==> src/rtl/audio_sample_bridge.sv <==
// Codec sample bridge: RX samples are attenuated or muted per channel, tagged with
// their channel, buffered in a FIFO and handed to the TX codec in channel order.
module audio_sample_bridge #(
  parameter int DATA_WIDTH   = 24,
  parameter int NUM_CHANNELS = 2,
  parameter int FIFO_DEPTH   = 8,
  parameter int SHIFT_W      = 3
) (
  input  logic                             lmmi_clk_i,
  input  logic                             reset_n_i,
  input  logic                             enable_i,
  input  logic [31:0]                      adc_data_i,
  input  logic                             adc_valid_i,
  input  logic                             dac_request_i,
  input  logic [NUM_CHANNELS*SHIFT_W-1:0]  attn_i,
  input  logic [NUM_CHANNELS-1:0]          mute_i,
  input  logic                             clear_flags_i,
  output logic [31:0]                      dac_data_o,
  output logic [$clog2(FIFO_DEPTH):0]      fill_o,
  output logic                             overrun_o,
  output logic                             underrun_o,
  output logic                             sync_err_o
);
  localparam int CH_W   = (NUM_CHANNELS > 1) ? $clog2(NUM_CHANNELS) : 1;
  localparam int PTR_W  = $clog2(FIFO_DEPTH);
  localparam int FILL_W = PTR_W + 1;
  localparam logic [CH_W-1:0] LAST_CH = CH_W'(NUM_CHANNELS - 1);

  logic [CH_W-1:0]       rx_ch, tx_ch;
  logic                  s1_valid;
  logic [CH_W-1:0]       s1_tag;
  logic [DATA_WIDTH-1:0] s1_data;
  logic [DATA_WIDTH-1:0] mem_data [FIFO_DEPTH];
  logic [CH_W-1:0]       mem_tag  [FIFO_DEPTH];
  logic [PTR_W-1:0]      wr_ptr, rd_ptr;
  logic [SHIFT_W-1:0]    shamt;
  logic                  ch_mute;
  logic [DATA_WIDTH-1:0] shifted;
  logic                  rx_take, tx_take, fifo_empty, fifo_full;
  logic                  pop, wr_ok, wr_drop, hit;

  if (DATA_WIDTH < 32) begin : g_unused
    logic unused_hi;
    assign unused_hi = ^adc_data_i[31:DATA_WIDTH];
  end

  // NOTE: every always_comb output gets a default first, so no path can infer a latch.
  always_comb begin
    shamt   = '0;
    ch_mute = 1'b0;
    for (int c = 0; c < NUM_CHANNELS; c++) begin
      if (rx_ch == CH_W'(c)) begin
        shamt   = attn_i[c*SHIFT_W +: SHIFT_W];
        ch_mute = mute_i[c];
      end
    end
  end

  assign shifted    = $signed(adc_data_i[DATA_WIDTH-1:0]) >>> shamt;
  assign rx_take    = enable_i & adc_valid_i;
  assign tx_take    = enable_i & dac_request_i;
  assign fifo_empty = (fill_o == '0);
  assign fifo_full  = (fill_o == FILL_W'(FIFO_DEPTH));
  assign pop        = tx_take & ~fifo_empty;
  // A full FIFO still accepts a write when the same cycle frees a slot.
  assign wr_ok      = enable_i & s1_valid & (~fifo_full | pop);
  assign wr_drop    = enable_i & s1_valid & fifo_full & ~pop;
  assign hit        = (mem_tag[rd_ptr] == tx_ch);

  // NOTE: sequential state is assigned with <= only, so every flop samples pre-edge values.
  always_ff @(posedge lmmi_clk_i or negedge reset_n_i) begin
    if (!reset_n_i) begin
      rx_ch    <= '0;
      tx_ch    <= '0;
      s1_valid <= 1'b0;
      s1_tag   <= '0;
      s1_data  <= '0;
    end else if (!enable_i) begin
      rx_ch    <= '0;
      tx_ch    <= '0;
      s1_valid <= 1'b0;
    end else begin
      s1_valid <= rx_take;
      if (rx_take) begin
        rx_ch   <= (rx_ch == LAST_CH) ? '0 : rx_ch + 1'b1;
        s1_tag  <= rx_ch;
        s1_data <= ch_mute ? '0 : shifted;
      end
      if (tx_take) tx_ch <= (tx_ch == LAST_CH) ? '0 : tx_ch + 1'b1;
    end
  end

  // NOTE: sample storage has no reset; pointers and fill alone decide what is valid.
  always_ff @(posedge lmmi_clk_i) begin
    if (wr_ok) begin
      mem_data[wr_ptr] <= s1_data;
      mem_tag[wr_ptr]  <= s1_tag;
    end
  end

  always_ff @(posedge lmmi_clk_i or negedge reset_n_i) begin
    if (!reset_n_i) begin
      wr_ptr     <= '0;
      rd_ptr     <= '0;
      fill_o     <= '0;
      dac_data_o <= '0;
    end else if (!enable_i) begin
      wr_ptr     <= '0;
      rd_ptr     <= '0;
      fill_o     <= '0;
      dac_data_o <= '0;
    end else begin
      if (wr_ok) wr_ptr <= wr_ptr + 1'b1;
      if (pop)   rd_ptr <= rd_ptr + 1'b1;
      case ({wr_ok, pop})
        2'b10:   fill_o <= fill_o + 1'b1;
        2'b01:   fill_o <= fill_o - 1'b1;
        default: fill_o <= fill_o;
      endcase
      // Misses (empty or wrong channel) output silence; the head is dropped on a wrong channel.
      if (tx_take) dac_data_o <= (pop && hit) ? 32'(mem_data[rd_ptr]) : '0;
    end
  end

  always_ff @(posedge lmmi_clk_i or negedge reset_n_i) begin
    if (!reset_n_i) begin
      overrun_o  <= 1'b0;
      underrun_o <= 1'b0;
      sync_err_o <= 1'b0;
    end else begin
      if (clear_flags_i) begin
        overrun_o  <= 1'b0;
        underrun_o <= 1'b0;
        sync_err_o <= 1'b0;
      end
      if (wr_drop)                overrun_o  <= 1'b1;
      if (tx_take && fifo_empty)  underrun_o <= 1'b1;
      if (pop && !hit)            sync_err_o <= 1'b1;
    end
  end

endmodule

==> config.mk <==
export PLATFORM = sky130hd
export DESIGN_NAME = audio_sample_bridge
export DESIGN_NICKNAME = d
export VERILOG_FILES = /design/src/rtl/audio_sample_bridge.sv
export SDC_FILE = /design/constraint.sdc
export NUM_CORES = 1
export LEC_CHECK = 0
export BUFFER_PORTS_ARGS = -buffer_cell sky130_fd_sc_hd__buf_2
export CAP_MARGIN = 20
export CORE_MARGIN = 5
export CORE_UTILIZATION = 59
export DETAILED_ROUTE_END_ITERATION = 8
export PLACE_DENSITY_LB_ADDON = 0.3
export SLEW_MARGIN = 20
export SYNTH_ARGS = -nofsm -noshare
export SYNTH_HDL_FRONTEND = slang
export SYNTH_SLANG_ARGS = --single-unit
==> constraint.sdc <==
create_clock -name lmmi_clk_i -period 4.91 [get_ports lmmi_clk_i]
set_clock_uncertainty 0.2 [all_clocks]
set_input_delay 0.2455 -clock lmmi_clk_i [delete_from_list [all_inputs] [get_ports lmmi_clk_i]]
set_output_delay 0.2455 -clock lmmi_clk_i [all_outputs]
set_load 0.005 [all_outputs]
==> results of run 1 <==
timing repair:
action | CTS | global route
hold buffers | 15 | 0
setup buffers | 0 | 0
hold endpoints to repair | 86 | 0
resized for setup | 0 | 0
sequential cells by signal, indices dropped and copies added, names as in the netlist:
register    count
dac_data_o     24
mem_data      192
rd_ptr          3
overrun_o       1
tx_ch           1
underrun_o      1
s1_data        24
mem_tag         8
sync_err_o      1
wr_ptr          3
rx_ch           1
s1_valid        1
s1_tag          1
fill_o          4
placed cells by master (no fill, tap or decap), drive strengths merged, types with 2 or more instances in the layout:
cell type / instances
mux4: 52
a22o: 2
a222oi: 15
buf: 74
a22oi: 2
nor2b: 6
edfxtp: 200
xnor2: 4
bufinv: 5
o21ai: 29
nor3: 4
a221o: 4
nor2: 15
maj3: 2
clkbuf: 35
nand2: 42
xor2: 5
o21a: 2
a21boi: 3
conb: 8
inv: 24
and2: 5
nand2b: 3
clkinv: 7
dfrtp: 65
o22ai: 3
mux2: 3
a21oi: 9
ha: 4
nand3: 4
a211oi: 3
mux2i: 68
dlygate4sd3: 15
power breakdown:
part	switching, uW	internal (uW)
Combinational	458	508
Sequential	200	2600
Clock	814	1370
cell type report:
type / count / area [sq um] / area share [%]
repair buffers: 89 / 535.5 / 4.225
clock buffers: 35 / 775.7 / 6.121
clock inverters: 13 / 202.7 / 1.599
well taps: 234 / 292.8 / 2.310
multi-input cells: 311 / 3142 / 24.79
inverters: 24 / 90.09 / 0.7108
flip-flops and latches: 265 / 7635 / 60.24
cell families (layout without fill, tap and decap cells):
logic type,Yosys count,in the layout
flip-flops,265,265
XOR/XNOR,9,9
other,1,8
buffers and inverters,67,161
adder cells (fa/ha/maj),6,6
AND/OR/NAND/NOR,86,86
multiplexers,123,123
AO/OA/AOI/OAI,79,79
routing by layer:
layer  wire (um)  share of wire, %  GRT usage (%)  vias up
met5           0                 0              0        -
met4         331               1.5          4.374        0
met3        1383               6.4          2.948       24
met2       10860                50          34.75      215
met1        9103                42          29.21     2980
li1            -                 -              -     2652
worst paths after layout:
| kind | startpoint | endpoint | slack, ns | depth (start not counted) |
|---|---|---|---|---|
| max in group asynchronous | reset_n_i | rd_ptr[1] | 3.63 | 3 |
| min in group asynchronous | reset_n_i | dac_data_o[21] | 0.27 | 3 |
| setup reg to reg | rx_ch | s1_data[1] | 1.24 | 7 |
| hold reg to reg | dac_data_o[19] | dac_data_o[19] | 0.27 | 2 |
| setup / recovery | rx_ch | s1_data[1] | 1.24 | 7 |
| hold / removal | adc_data_i[5] | s1_data[2] | 0.02 | 4 |
worst max-delay path, cell delays in order (launching register included):
cell and delay [ns]:
dfrtp_1 0.73, mux2i_1 0.32, dlygate4sd3_1 0.57, nand2_1 0.11
nor2_1 0.80, a22oi_1 0.17, o31ai_1 0.12, dlygate4sd3_1 0.58
through the flow:
step / worst slack (ns) / util (%) / area (sq um) / hold slack [ns] / cells
floorplan: 1.334 / - / 11040 / -0.2501 / 643
global placement: 2.014 / 62.32 / 11540 / 0.2553 / 908
detailed placement: 1.944 / 62.32 / 11540 / 0.2614 / 908
CTS: 1.247 / 68.41 / 12670 / 0.001468 / 971
global route: 0.9519 / 68.44 / 12670 / 0.02536 / 971
finish: 1.237 / 68.44 / 12670 / 0.01785 / 971
==> out/results.ini, run 1 <==
[route]
via_per_inst = 6.046
drc = 0
detail-route-antenna-nets = 0
wire_per_inst_um = 22.33
wirelength_um = 21680
vias = 5871
drt-initial-drc-count = 467
dr.pass1.iters = 6

[global_routing]
grt_max_degree = 66
grt_pass1_vias = 6060
grt_overflow = 0
antenna_found_initial = 0
grt_pass1_wl_um = 34350
gr-usage-all-layers_pct = 20.61

[critical_path]
critPathKind = reg -> reg
end_kind = flop
critPathLaunchType = flop
cp_max_fo = 17
arrival_ns = 3.92
critical_path_required_ns = 5.16

[synthesis]
yosysWarnings = 0
synth-compound-area-share_pct = 5.339
synth_most_common_cell = edfxtp_1
synth_edf_count = 200
avgSynthCellArea_sq_um = 17.32
synth-async-reset-ratio_pct = 24.53
synthXorXnorAreaFrac_pct = 0.7157
yosys.area.top_type = edfxtp_1
synthesis.area_sq_um = 11010
synth_cell_types = 55
syn_inst = 636
synthSimpleGateAreaFrac_pct = 3.646
yosys-top-cells-area = edfxtp_1 55%, dfrtp_1 15%, mux4_2 11%, mux2i_1 6.0%, nand2_1 1.4%
yosysTopAreaCellShare_pct = 54.53
synth_common_cells = 200 x edfxtp_1, 66 x mux2i_1, 65 x dfrtp_1, 52 x mux4_2, 41 x nand2_1
yosys.area_share.adder_pct = 0.6361
ys_ff_latch = 265
synthMuxAreaShare_pct = 17.27
ys.flop_type = edfxtp_1
synth_top_family_by_area = multiplexers
seq_area_frac_synth_pct = 69.29

[sta]
slew_headroom_pct = 32.17
slew_violations = 0
min_period_ns = 3.673
fmax_mhz = 272.3
setup_violations = 0
tightestPinTransition_ns = 1.014
rsz0062_at_grt = false
hold_violations = 0
finalSetupTns_ns = 0
finalCritPeriodShare_pct = 74.80

[floorplanning]
core.rowCount = 50
chipWidth_um = 146.6
dieArea_sq_um = 21500
start_util_pct = 59.48
core_sq_um = 18520
die_y_um = 146.6
io_pins = 85

[power]
ir_drop_uv = 363.6
power.leakage_uw = 0.004728
finalPower_uw = 5952
power_density_nw_per_um2 = 469.7

[place]
routabilityCongestion = 0.7765
hpwl_um = 12380
numPortBuffers = 68

[job]
drv_cap = 0

[cells_and_area]
fillCellCount = 1210
layout-drive-gt1-share_pct = 27.54
diodes = 0
nNetsFinal = 767
syn2layout_area_growth_pct = 15.06

[run_status]
status = finished clean

[worst_hold_path]
hold_path.class = in -> reg

[cts]
cts_buffers = 26
cts_sinks = 265
root_buffer = clkbuf_16
insertion_delay_ns = 0.52
clk_pin_slew_ns = 0.06
cts_buffer_depth = 3
cts.htree.levels = 1
cts_tree = done

No activity file was read; power rests on OpenSTA's default activity.
==> inputs of run 2 (changes only) <==
ABC_AREA = 1   (was unset)
clock period = 3.6 ns   (was 4.91 ns; I/O delays follow)
==> run 2 against run 1 <==
  * Flip-flop and latch count unchanged
  * Synthesized cell count increased by 73%
  * Sequential power increased by 32%
  * Cell count up 53%
  * Worst hold slack hardly changed
  * Total power up 24%
  * Critical endpoint unchanged
  * Largest cell class unchanged
==> out/results.ini, run 2 <==
[cts]
cts_tree = done
root_buffer = clkbuf_16
cts_buffer_depth = 3  ; unchanged
cts_buffers = 25  ; -3.8%
postCtsSetupBuffers = 0  ; unchanged
insertion_delay_ns = 0.52  ; about the same
cts_sinks = 265  ; unchanged
cts.htree.levels = 1  ; unchanged
clk_pin_slew_ns = 0.06  ; about the same

[floorplanning]
start_util_pct = 60.25  ; +0.77 points
die_y_um = 148.7  ; +1.4%
core.rowCount = 50  ; unchanged
core_sq_um = 18830  ; +1.7%
io_pins = 85  ; unchanged
dieArea_sq_um = 22100  ; +2.8%
chipWidth_um = 148.7  ; +1.4%

[cells_and_area]
reg.largest.list = mem_data (192), dac_data_o (24), s1_data (24)
nNetsFinal = 1260  ; +64%
fillCellCount = 1283  ; +6.0%
final_design_area_no_fill_sq_um = 13300  ; +5.0%
final_common_cell = nand2_1
largest_reg_flops = 192  ; unchanged
syn2layout_area_growth_pct = 17.25
diodes = 0  ; unchanged
layout_common_cells = 386 x nand2_1, 200 x edfxtp_1, 194 x nand3_1
regMostFlops = mem_data
fin_cells = 1488  ; +53%
layout-drive-gt1-share_pct = 12.46  ; -15 points

[global_routing]
grt_max_degree = 75  ; +14%
grt_overflow = 0  ; unchanged
grt_pass1_wl_um = 41030  ; +19%
gr-usage-all-layers_pct = 23.25  ; +2.6 points
antenna_found_initial = 0  ; unchanged
grt_pass1_vias = 7884  ; +30%

[sta]
slew_headroom_pct = 48.40  ; +16 points
setup_violations = 0  ; unchanged
finalCritPeriodShare_pct = 94.26
finalSetupTns_ns = 0  ; unchanged
rsz0062_at_grt = false
hold_violations = 0  ; unchanged
tightestPinTransition_ns = 0.7740  ; -0.2396 ns
worst_slack_ns = 0.2065  ; -1.031 ns
fmax_mhz = 294.7
min_period_ns = 3.394
slew_violations = 0  ; unchanged

[place]
placed_cell_area_sq_um = 11990  ; +3.9%
routabilityCongestion = 0.8280  ; +6.6%
hpwl_um = 15580  ; +26%
numPortBuffers = 68  ; unchanged
dp_cells = 1392  ; +53%
dp_slack_ns = 1.023  ; -0.9214 ns

[synthesis]
synthesis.area_sq_um = 11340  ; +3.0%
ys.flop_type = edfxtp_1
seq_area_frac_synth_pct = 67.28  ; -2.0 points
ys_ff_latch = 265  ; unchanged
avgSynthCellArea_sq_um = 10.33  ; -40%
yosysTopAreaCellShare_pct = 52.94  ; -1.6 points
yosysWarnings = 0  ; unchanged
synth_common_cells = 386 x nand2_1, 200 x edfxtp_1, 194 x nand3_1, 65 x dfrtp_1, 34 x o21ai_0
synth_most_common_cell = nand2_1
yosys-top-cells-area = edfxtp_1 53%, dfrtp_1 14%, nand2_1 13%, nand3_1 8.6%, o211ai_1 1.5%
syn_inst = 1098  ; +73%
synth_edf_count = 200  ; unchanged
yosys.area.top_type = edfxtp_1
synth_cell_types = 30  ; -45%
synth-async-reset-ratio_pct = 24.53  ; unchanged

[run_status]
status = finished clean

[critical_path]
reg2reg_depth = 11  ; +4
critPathKind = in -> reg
startpoint = enable_i
cp_max_fo = 28  ; +11
arrival_ns = 3.64  ; -0.28 ns
rr_startpoint = rx_ch
critical_path_required_ns = 3.85  ; -1.31 ns
r2r-end = s1_data[12]
end_kind = flop
critPathLaunchType = primary input
rrSetupSlack_ns = 0.24  ; -1.00 ns

[power]
power_density_nw_per_um2 = 556.7  ; +19%
finalPower_uw = 7405  ; +24%
ir_drop_uv = 329.4  ; -9.4%
p_int_uw = 5352  ; +19%
power_frac_clock_pct = 33.4  ; -3.3 points
p_sw_share_pct = 27.73  ; +3.0 points
power.switching_uw = 2054  ; +40%
power.leakage_uw = 0.005493  ; +16%
power.share.combinational_pct = 16.6  ; +0.4 points
seq_power_share_pct = 49.9  ; +2.9 points

[route]
drc = 0  ; unchanged
drt-initial-drc-count = 714  ; +53%
vias = 8290  ; +41%
detail-route-antenna-nets = 0  ; unchanged
via_per_inst = 5.571  ; -7.9%
wirelength_um = 25300  ; +17%
wire_per_inst_um = 17.01  ; -24%
dr.pass1.iters = 8  ; +2

[worst_hold_path]
hold_path.class = in -> async

[job]
drv_cap = 0  ; unchanged

[run 2: changes by cell type in the layout (fill, tap and decap cells not counted), moves of 13 or more]
cell,before,now
mux2i_1,66,0
nand3_1,4,194
o21ai_0,9,34
o211ai_1,0,23
nor2_1,8,21
dlygate4sd3_1,15,51
a222oi_1,15,0
buf_4,6,23
mux4_2,52,0
a21oi_1,9,24
nand2_1,41,386
[run 2: cells by family after synthesis]
| group | share of synthesized area, % |
|---|---|
| simple gates | 23.38 |
| flops | 67.28 |
| buf+inv | 4.070 |
| compound gates | 4.798 |
| fa+ha+maj | 0.4412 |
| other cells | 0.03306 |
[run 2: worst max-delay path by stage]
stage	endpoint	slack, ns	cells after the start
floorplan	mem_data[0][0]	0.95	7
global placement	mem_data[7][16]	1.05	9
detailed placement	mem_data[7][16]	1.02	9
CTS	s1_data[12]	0.03	11
global route	s1_data[1]	0.01	11
finish	s1_data[1]	0.21	11
[run 2: layer usage]
layer	wire length, um	GRT usage (%)	vias up
li1	-	-	3988
met1	10430	32.13	3898
met2	12220	38.99	355
met3	2099	3.047	49
met4	559	7.067	0
met5	0	0	-
[run 2: power groups by stage]
stage               Clock, uW  Sequential [uW]  Combinational, uW
CTS                      2520             3690               1220
detailed placement          0             3750               1150
finish                   2480             3700               1230
floorplan                   0             3670                821
global route             2640             3720               1390
global placement            0             3740               1110
[run 2: worst max-delay path, cell delays in order]
cell,delay [ns]
dlygate4sd3_1,0.52
buf_2,0.11
buf_4,0.20
nand2_2,0.34
inv_1,0.28
nand3_1,0.24
nor2_4,0.37
o211ai_1,0.14
dlygate4sd3_1,0.58
o211ai_1,0.08
dlygate4sd3_1,0.58
[run 2: per-stage QoR]
step / utilization [%] / hold slack (ns)
2_1_floorplan: - / -0.3156
3_5_place_dp: 63.65 / -0.1633
4_1_cts: 70.53 / 0.02136
3_3_place_gp: 63.65 / -0.1704
6_report: 70.64 / 0.01809
5_1_grt: 70.64 / 0.06963
[run 2: cell type report]
| class | instances | area, sq um | area share (%) |
|---|---|---|---|
| Clock buffer | 39 | 749.5 | 5.634 |
| Tap cell | 260 | 325.3 | 2.446 |
| Clock inverter | 6 | 35.03 | 0.2634 |
| Sequential cell | 265 | 7635 | 57.40 |
| Multi-Input combinational cell | 736 | 3318 | 24.95 |
| Timing Repair Buffer | 146 | 1104 | 8.297 |
| Inverter | 36 | 135.1 | 1.016 |
[run 2: repair_timing]
action / CTS / global route
hold buffers: 51 / 0
setup endpoints to repair: 0 / 2
resized for setup: 0 / 3
endpoints found under the hold margin: 122 / 0
